### config.mk
export PLATFORM = sky130hd
export DESIGN_NAME = result_serializer
export DESIGN_NICKNAME = d
export VERILOG_FILES = /design/src/rtl/result_serializer.sv
export SDC_FILE = /design/constraint.sdc
export NUM_CORES = 1
export LEC_CHECK = 0
export BUFFER_PORTS_ARGS = -buffer_cell sky130_fd_sc_hd__buf_4
export CORE_MARGIN = 5
export CORE_UTILIZATION = 45
export CTS_CLUSTER_DIAMETER = 50
export DETAILED_ROUTE_END_ITERATION = 6
export PLACE_DENSITY = 0.66
export SETUP_SLACK_MARGIN = 0.5
export SYNTH_ARGS = -nofsm -noshare
export SYNTH_HDL_FRONTEND = slang
export SYNTH_SLANG_ARGS = --single-unit
### constraint.sdc
create_clock -name clk -period 3.3 [get_ports clk]
set_input_delay 0.495 -clock clk [delete_from_list [all_inputs] [get_ports clk]]
set_output_delay 0.495 -clock clk [all_outputs]
set_load 0.05 [all_outputs]
### src/rtl/result_serializer.sv
// rtl/result_serializer.sv - snapshots N_ELEM result words and streams them byte-serially over a 4-phase valid/ack handshake
// Optional trailing XOR checksum byte: define RESULT_SERIALIZER_CHECKSUM_EN.
`timescale 1ns/1ps
module result_serializer #(
  parameter int N_ELEM = 9,
  parameter int ELEM_W = 18
) (
  input  logic                       clk,
  input  logic                       rst_n,
  input  logic                       start,
  input  logic [N_ELEM*ELEM_W-1:0]   results,
  input  logic                       host_ack,
  output logic [7:0]                 data_out,
  output logic                       data_valid,
  output logic                       busy,
  output logic                       done
);

  localparam int BPE         = (ELEM_W + 7) / 8;
  localparam int BYTES_TOTAL = N_ELEM * BPE;
  localparam int IDX_W       = $clog2(BYTES_TOTAL + 1);
  localparam int ARR_N       = 2 ** IDX_W;
`ifdef RESULT_SERIALIZER_CHECKSUM_EN
  localparam logic [IDX_W-1:0] LAST = IDX_W'(BYTES_TOTAL);
`else
  localparam logic [IDX_W-1:0] LAST = IDX_W'(BYTES_TOTAL - 1);
`endif

  typedef enum logic [2:0] {
    S_IDLE,
    S_LOAD,
    S_SEND,
    S_WAIT_LOW,
    S_DONE
  } state_t;

  state_t                     state_q, state_d;
  logic [N_ELEM*ELEM_W-1:0]   snap_q, snap_d;
  logic [IDX_W-1:0]           idx_q, idx_d, next_idx;
  logic [7:0]                 dout_q, dout_d;
  logic                       valid_q, valid_d;
  logic                       sync1_q, ack_s_q;
  logic [7:0]                 byte_arr [ARR_N];
`ifdef RESULT_SERIALIZER_CHECKSUM_EN
  logic [7:0]                 csum_q, csum_d;
`endif

  // Byte view of the snapshot, sized to the full index range so byte_idx never indexes out of bounds.
  always_comb begin
    logic [BPE*8-1:0] word_pad;
    for (int i = 0; i < ARR_N; i++) byte_arr[i] = '0;
    for (int k = 0; k < N_ELEM; k++) begin
      word_pad = '0;
      word_pad[ELEM_W-1:0] = snap_q[k*ELEM_W +: ELEM_W];
      for (int j = 0; j < BPE; j++) byte_arr[k*BPE + j] = word_pad[j*8 +: 8];
    end
`ifdef RESULT_SERIALIZER_CHECKSUM_EN
    byte_arr[BYTES_TOTAL] = csum_q;
`endif
  end

  assign next_idx = idx_q + 1'b1;

  always_comb begin
    state_d = state_q;
    snap_d  = snap_q;
    idx_d   = idx_q;
    dout_d  = dout_q;
    valid_d = valid_q;
`ifdef RESULT_SERIALIZER_CHECKSUM_EN
    csum_d  = csum_q;
`endif
    case (state_q)
      S_IDLE: begin
        dout_d  = '0;
        valid_d = 1'b0;
        if (start) begin
          snap_d  = results;
          idx_d   = '0;
          state_d = S_LOAD;
        end
      end
      S_LOAD: begin
`ifdef RESULT_SERIALIZER_CHECKSUM_EN
        csum_d = '0;
`endif
        // An ack still high from a previous transfer must clear before byte 0 is offered.
        if (!ack_s_q) begin
          dout_d  = byte_arr[idx_q];
          valid_d = 1'b1;
          state_d = S_SEND;
        end
      end
      S_SEND: begin
        if (ack_s_q) begin
          valid_d = 1'b0;
`ifdef RESULT_SERIALIZER_CHECKSUM_EN
          csum_d  = csum_q ^ dout_q;
`endif
          state_d = S_WAIT_LOW;
        end
      end
      S_WAIT_LOW: begin
        if (!ack_s_q) begin
          if (idx_q == LAST) begin
            state_d = S_DONE;
          end else begin
            idx_d   = next_idx;
            dout_d  = byte_arr[next_idx];
            valid_d = 1'b1;
            state_d = S_SEND;
          end
        end
      end
      S_DONE: begin
        if (!start) begin
          dout_d  = '0;
          state_d = S_IDLE;
        end
      end
      default: begin
        dout_d  = '0;
        valid_d = 1'b0;
        state_d = S_IDLE;
      end
    endcase
  end

  always_ff @(posedge clk or negedge rst_n) begin
    if (!rst_n) begin
      state_q <= S_IDLE;
      snap_q  <= '0;
      idx_q   <= '0;
      dout_q  <= '0;
      valid_q <= 1'b0;
      sync1_q <= 1'b0;
      ack_s_q <= 1'b0;
`ifdef RESULT_SERIALIZER_CHECKSUM_EN
      csum_q  <= '0;
`endif
    end else begin
      state_q <= state_d;
      snap_q  <= snap_d;
      idx_q   <= idx_d;
      dout_q  <= dout_d;
      valid_q <= valid_d;
      sync1_q <= host_ack;
      ack_s_q <= sync1_q;
`ifdef RESULT_SERIALIZER_CHECKSUM_EN
      csum_q  <= csum_d;
`endif
    end
  end

  assign data_out   = dout_q;
  assign data_valid = valid_q;
  assign busy       = (state_q == S_LOAD) || (state_q == S_SEND) || (state_q == S_WAIT_LOW);
  assign done       = (state_q == S_DONE);

endmodule

Word level (Yosys, flattened, before mapping):

Index checks and enable logic that the tools add are counted.

* $add $sub $neg: 1
* order comparisons: 2
* equal/unequal tests: 11
* mux-type cells: 27
* bitwise operators: 4
* reduce and logical (&&, ||, !) cells: 9

Operator list (count)
* 8-bit binary-select mux with 5-bit select: 2
* 8-bit two-way mux: 8
* 8-bit one-hot mux with 4 select lines: 1
* 3-bit two-way mux: 6
* 5-bit two-way mux: 3
* 3-bit one-hot mux with 5 select lines: 1
* 5-bit AND reduction: 3
* 6-bit greater-or-equal comparator (second input constant): 2
* 2-bit != test (second input constant): 6
* 5-bit NOT with 6-bit output: 2
* 5-bit one-hot mux with 2 select lines: 1
* 3-bit by 2-bit equality test with 1-bit output (second input constant): 2
* 5-bit by 1-bit adder with 5-bit output (second input constant): 1
* 5-bit equality test (second input constant): 1
* 1-bit two-way mux: 4
* 1-bit one-hot mux with 4 select lines: 1
* 4-bit AND reduction: 1
* 3-bit by 1-bit equality test with 1-bit output (second input constant): 1
* 3-bit equality test (second input constant): 1
* 3-bit zero test: 1
* 1-bit logical OR: 2
* 1-bit NOT: 2
* 2-bit AND reduction: 1
* 2-bit nonzero test: 1

* register bits after elaboration: 181
* input bits: 166

Logic depth before layout (Yosys ltp):

* word-level depth: 8
* mapped depth: 13
* gate-level depth less buffers: 8

Worst setup path before layout:

Ideal clock, no wire load.

* kind: reg2reg
* start point: register idx_q[0]
* end point: register dout_q[3], in the netlist data_out[3]
* library setup time: 0.126 ns
* arrival time: 2.637 ns
* data required time: 3.174 ns
* path slack: 0.537 ns
* cell stages (with the launch flop): 12
* buffers on the path: 4
* cell sequence: dfrtp_1 -> buf_6 -> inv_2 -> clkbuf_1 -> ha_1 -> buf_6 -> buf_6 -> mux2_1 -> a221oi_1 -> o31ai_1 -> mux2_2 -> a221o_1

* cells in the longest elaborated chain, start to end: 8
* elaborated cells between the ends (all ways): 16
* classes of those cells: add/sub (1); eq/ne (2); mux (10); bitwise (2); reduce/logical (1)

Ends and longest elaborated chain
* from (decl): RTL line 39 `logic [IDX_W-1:0] idx_q, idx_d, next_idx;`
* from (signal assigned): RTL line 144 `idx_q <= idx_d;`
* 5-bit by 1-bit adder with 5-bit output: RTL line 62 `assign next_idx = idx_q + 1'b1;`
* 5-bit NOT with 6-bit output (not written as such): RTL line 109 `dout_d = byte_arr[next_idx];`
* 8-bit binary-select mux with 5-bit select: RTL line 109
* 8-bit two-way mux (not written as such) (2 in series): RTL line 109
* 8-bit two-way mux: RTL line 105 `if (idx_q == LAST) begin`
* 8-bit two-way mux: RTL line 104 `if (!ack_s_q) begin`
* 8-bit one-hot mux with 4 select lines: RTL line 73 `case (state_q)`
* to (signal assigned): RTL line 145 `dout_q <= dout_d;`
* to (decl): RTL line 40 `logic [7:0] dout_q, dout_d;`

Parallel ways exist; a longest one is shown, timed or not. The select of a mux whose other input is x is not followed.
A chain may end at the register's enable or synchronous reset.

Final worst setup path:

* start point: register idx_q[1]
* end point: register dout_q[1], in the netlist data_out[1]

The elaborated chain is that of the path after synthesis.

==> flow_metrics.py <==
metrics = {
    "worst_setup_path": {
        "worstSetupPathType": "reg -> reg",
        "crit_arrival_ps": 3080,
        "r2r-start": "idx_q[1]",
        "worstPathMaxFanout": 12,
        "crit_start": "idx_q[1]",
        "worstPathRequired_ps": 3670,
        "setup.worst_path.end_class": "flop",
        "worst_setup_path_start_kind": "flop",
    },
    "timing": {
        "fin_ws_ps": 595,
        "skew_ps": 8.34,
        "rsz0062_at_grt": "no",
        "finalSetupTns_ps": 0,
        "slew_viol_final": 0,
        "fmax_mhz": 370,
        "hold_viol_final": 0,
        "slew_headroom_pct": 34.6,
        "tightest_slew_ps": 981,
        "setup_viol": 0,
        "fin_crit_sh_pct": 82.0,
        "hold-worst-slack_ps": 109,
        "fin_crit_ps": 2710,
    },
    "floorplanning": {
        "fp.dieW_um": 159,
        "start_util_pct": 45.8,
        "pin_count": 177,
        "row_count": 54,
        "core_area_um2": 21900,
        "dieArea_um2": 25400,
        "die_h_um": 159,
    },
    "route": {
        "ant_nets": 0,
        "dr.pass1.iters": 7,
        "vias": 7760,
        "viasPerCell": 6.12,
        "dr.first_iter.drc_count": 891,
        "drc_errors": 0,
        "drt-total-wl_mm": 30.1,
        "wl_per_cell_um": 23.8,
    },
    "cells_and_area": {
        "fin_nets": 1143,
        "drive_gt1_share_pct": 49.0,
        "diodes": 0,
        "layout.cells.most_common": "buf_4",
        "layout_common_cells": "buf_4 (199), mux2_2 (198), dfrtp_1 (179), nand2_1 (45), a21oi_1 (44)",
        "area_growth_pct": 23.8,
    },
    "synthesis": {
        "synth_ff_type": "dfrtp_1",
        "synth_xor_xnor_area_share_pct": 0.911,
        "synth_fa_ha_area_share_pct": 0.250,
        "yosysWarningCount": 0,
        "synthMuxAreaShare_pct": 31.0,
        "synth_nets": 983,
        "ys_seq_area_share_pct": 45.2,
        "synthCells": 815,
        "ys_types": 67,
        "syn_avg_cell_area_um2": 12.3,
        "synth-seq-cells": 181,
        "syn-cell-area_um2": 10000,
        "synth_edf_count": 0,
        "synth_top_family_by_area": "multiplexers",
        "synth-compound-area-share_pct": 13.1,
        "synthSimpleGateAreaFrac_pct": 5.43,
        "synthArstFlopShare_pct": 100,
    },
    "global_routing": {
        "overflow": 0,
        "grt_usage_pct": 23.0,
        "antenna_found_initial": 0,
        "grt_max_degree": 87,
        "grt_pass1_vias": 7853,
        "grt_pass1_wl_mm": 46.2,
    },
    "clock_tree": {
        "cts_tree": "built",
        "clock_sinks": 181,
        "cts_made_buffers": 17,
        "clk_pin_slew_ps": 70,
        "h-tree-depth": 4,
        "clockBufferDepth": 2,
        "post_cts_hold_buffer_count": 0,
        "worstSkewPairLatency_ps": 430,
        "root_buffer": "clkbuf_16",
    },
    "worst_hold_path": {
        "hp-class": "in -> async",
    },
    "placed_design": {
        "dp_hpwl_mm": 21.3,
        "routabilityCongestion": 0.930,
        "io_buffers": 176,
        "post-place-ws_ps": 327,
    },
    "power": {
        "ir_drop_mv": 0.395,
        "p_per_area_nw_per_um2": 712,
        "p_leak_nw": 5.17,
    },
    "run": {
        "drv_cap": 0,
    },
    "run_status": {
        "outcome": "finished clean",
    },
}
critical path: stages (launching register included):
cell and delay, ps:
dfrtp_2 490, buf_12 200, ha_1 220, buf_4 230
nand2_1 160, or4_1 560, o21a_1 110, nor4b_2 170
a2111oi_2 350, a211o_1 140
sequential cells by signal (all words and copies together) (netlist names):
name	cells
ack_s_q	1
data_out	8
data_valid	1
idx_q	5
snap_q	162
state_q	3
sync1_q	1
kinds of logic (layout without fill, tap and decap cells):
group	Yosys count	in the layout
XOR/XNOR	7	7
buffers and inverters	73	246
flip-flops	181	181
adder cells (fa/ha/maj)	2	2
AND/OR/NAND/NOR	112	112
AO/OA/AOI/OAI	185	185
multiplexers	255	255
Yosys cell counts, types with 2 or more instances:
library cell | number | area [um^2]
o31ai_1 | 5 | 37.5
nor3_1 | 10 | 50.1
mux2_1 | 3 | 33.8
a21oi_1 | 44 | 220
buf_1 | 2 | 7.51
a21o_1 | 4 | 30.0
nor2_1 | 23 | 86.3
buf_4 | 5 | 37.5
mux2i_1 | 30 | 300
nor2b_1 | 8 | 50.1
o21ai_0 | 27 | 135
mux4_1 | 2 | 52.6
a221o_1 | 8 | 80.1
o311ai_1 | 2 | 17.5
o21ai_1 | 3 | 15.0
dfrtp_1 | 181 | 4530
a22oi_1 | 10 | 75.1
a31oi_1 | 6 | 37.5
nand2b_1 | 2 | 12.5
a221oi_1 | 39 | 342
a211o_1 | 5 | 43.8
nand2_1 | 45 | 169
ha_1 | 2 | 25.0
nand3_1 | 2 | 10.0
inv_1 | 2 | 7.51
and2_1 | 6 | 37.5
or2_2 | 2 | 12.5
buf_6 | 7 | 78.8
xnor2_1 | 2 | 17.5
o21bai_1 | 2 | 15.0
buf_2 | 41 | 205
nand4b_1 | 2 | 17.5
o211ai_1 | 9 | 67.6
a2111oi_0 | 2 | 17.5
o32ai_1 | 2 | 17.5
mux2_2 | 198 | 2230
a211oi_1 | 5 | 37.5
xnor2_2 | 3 | 48.8
mux4_2 | 22 | 495
o2111ai_1 | 2 | 17.5
clkbuf_1 | 14 | 52.6
repair_timing:
item	in CTS	in global routing
cloned	2	2
buffers inserted	0	3
setup endpoints to repair	8	8
pin swaps	0	2
gates resized for setup	4	5
power breakdown:
part | leakage (nW) | internal [mW] | total, mW | switching (mW)
Combinational | 2.71 | 1.66 | 3.16 | 1.49
Clock | 0.302 | 1.29 | 2.18 | 0.886
Sequential | 2.16 | 2.85 | 3.50 | 0.658
final timing paths:
check                                   end  slack [ps]  cells past startpoint
max in group asynchronous          idx_q[1]        2300                      2
worst min-delay path             snap_q[91]         110                      1
worst max register to register  data_out[1]         590                      9
worst min register to register      ack_s_q         370                      0
worst max-delay path            data_out[1]         590                      9
min in group clk                    sync1_q         170                      1
cell type report:
| class | instances | area, um^2 |
|---|---|---|
| well taps | 280 | 350 |
| multi-input cells | 561 | 5140 |
| clock buffers | 21 | 450 |
| repair buffers | 211 | 1760 |
| flip-flops and latches | 181 | 4530 |
| inverters | 3 | 11.3 |
| fillers | 1872 | 9480 |
| clock inverters | 11 | 173 |
per-layer routing:
layer	up-vias	share of wire [%]	GRT usage [%]
met5	-	0	0
met4	0	1.7	5.31
met3	50	8.5	5.13
met2	432	47	36.1
met1	3843	43	32.8
li1	3435	-	-
stage by stage:
step | std cells | total power, mW | util, % | area [um^2]
floorplan | 815 | 5.44 | - | 10000
global placement | 1229 | 6.41 | 53.0 | 11600
detailed placement | 1229 | 6.47 | 53.0 | 11600
CTS | 1263 | 8.76 | 56.3 | 12300
global route | 1268 | 9.25 | 56.7 | 12400
finish | 1268 | 8.84 | 56.7 | 12400
(Power assumes the default switching activity.)
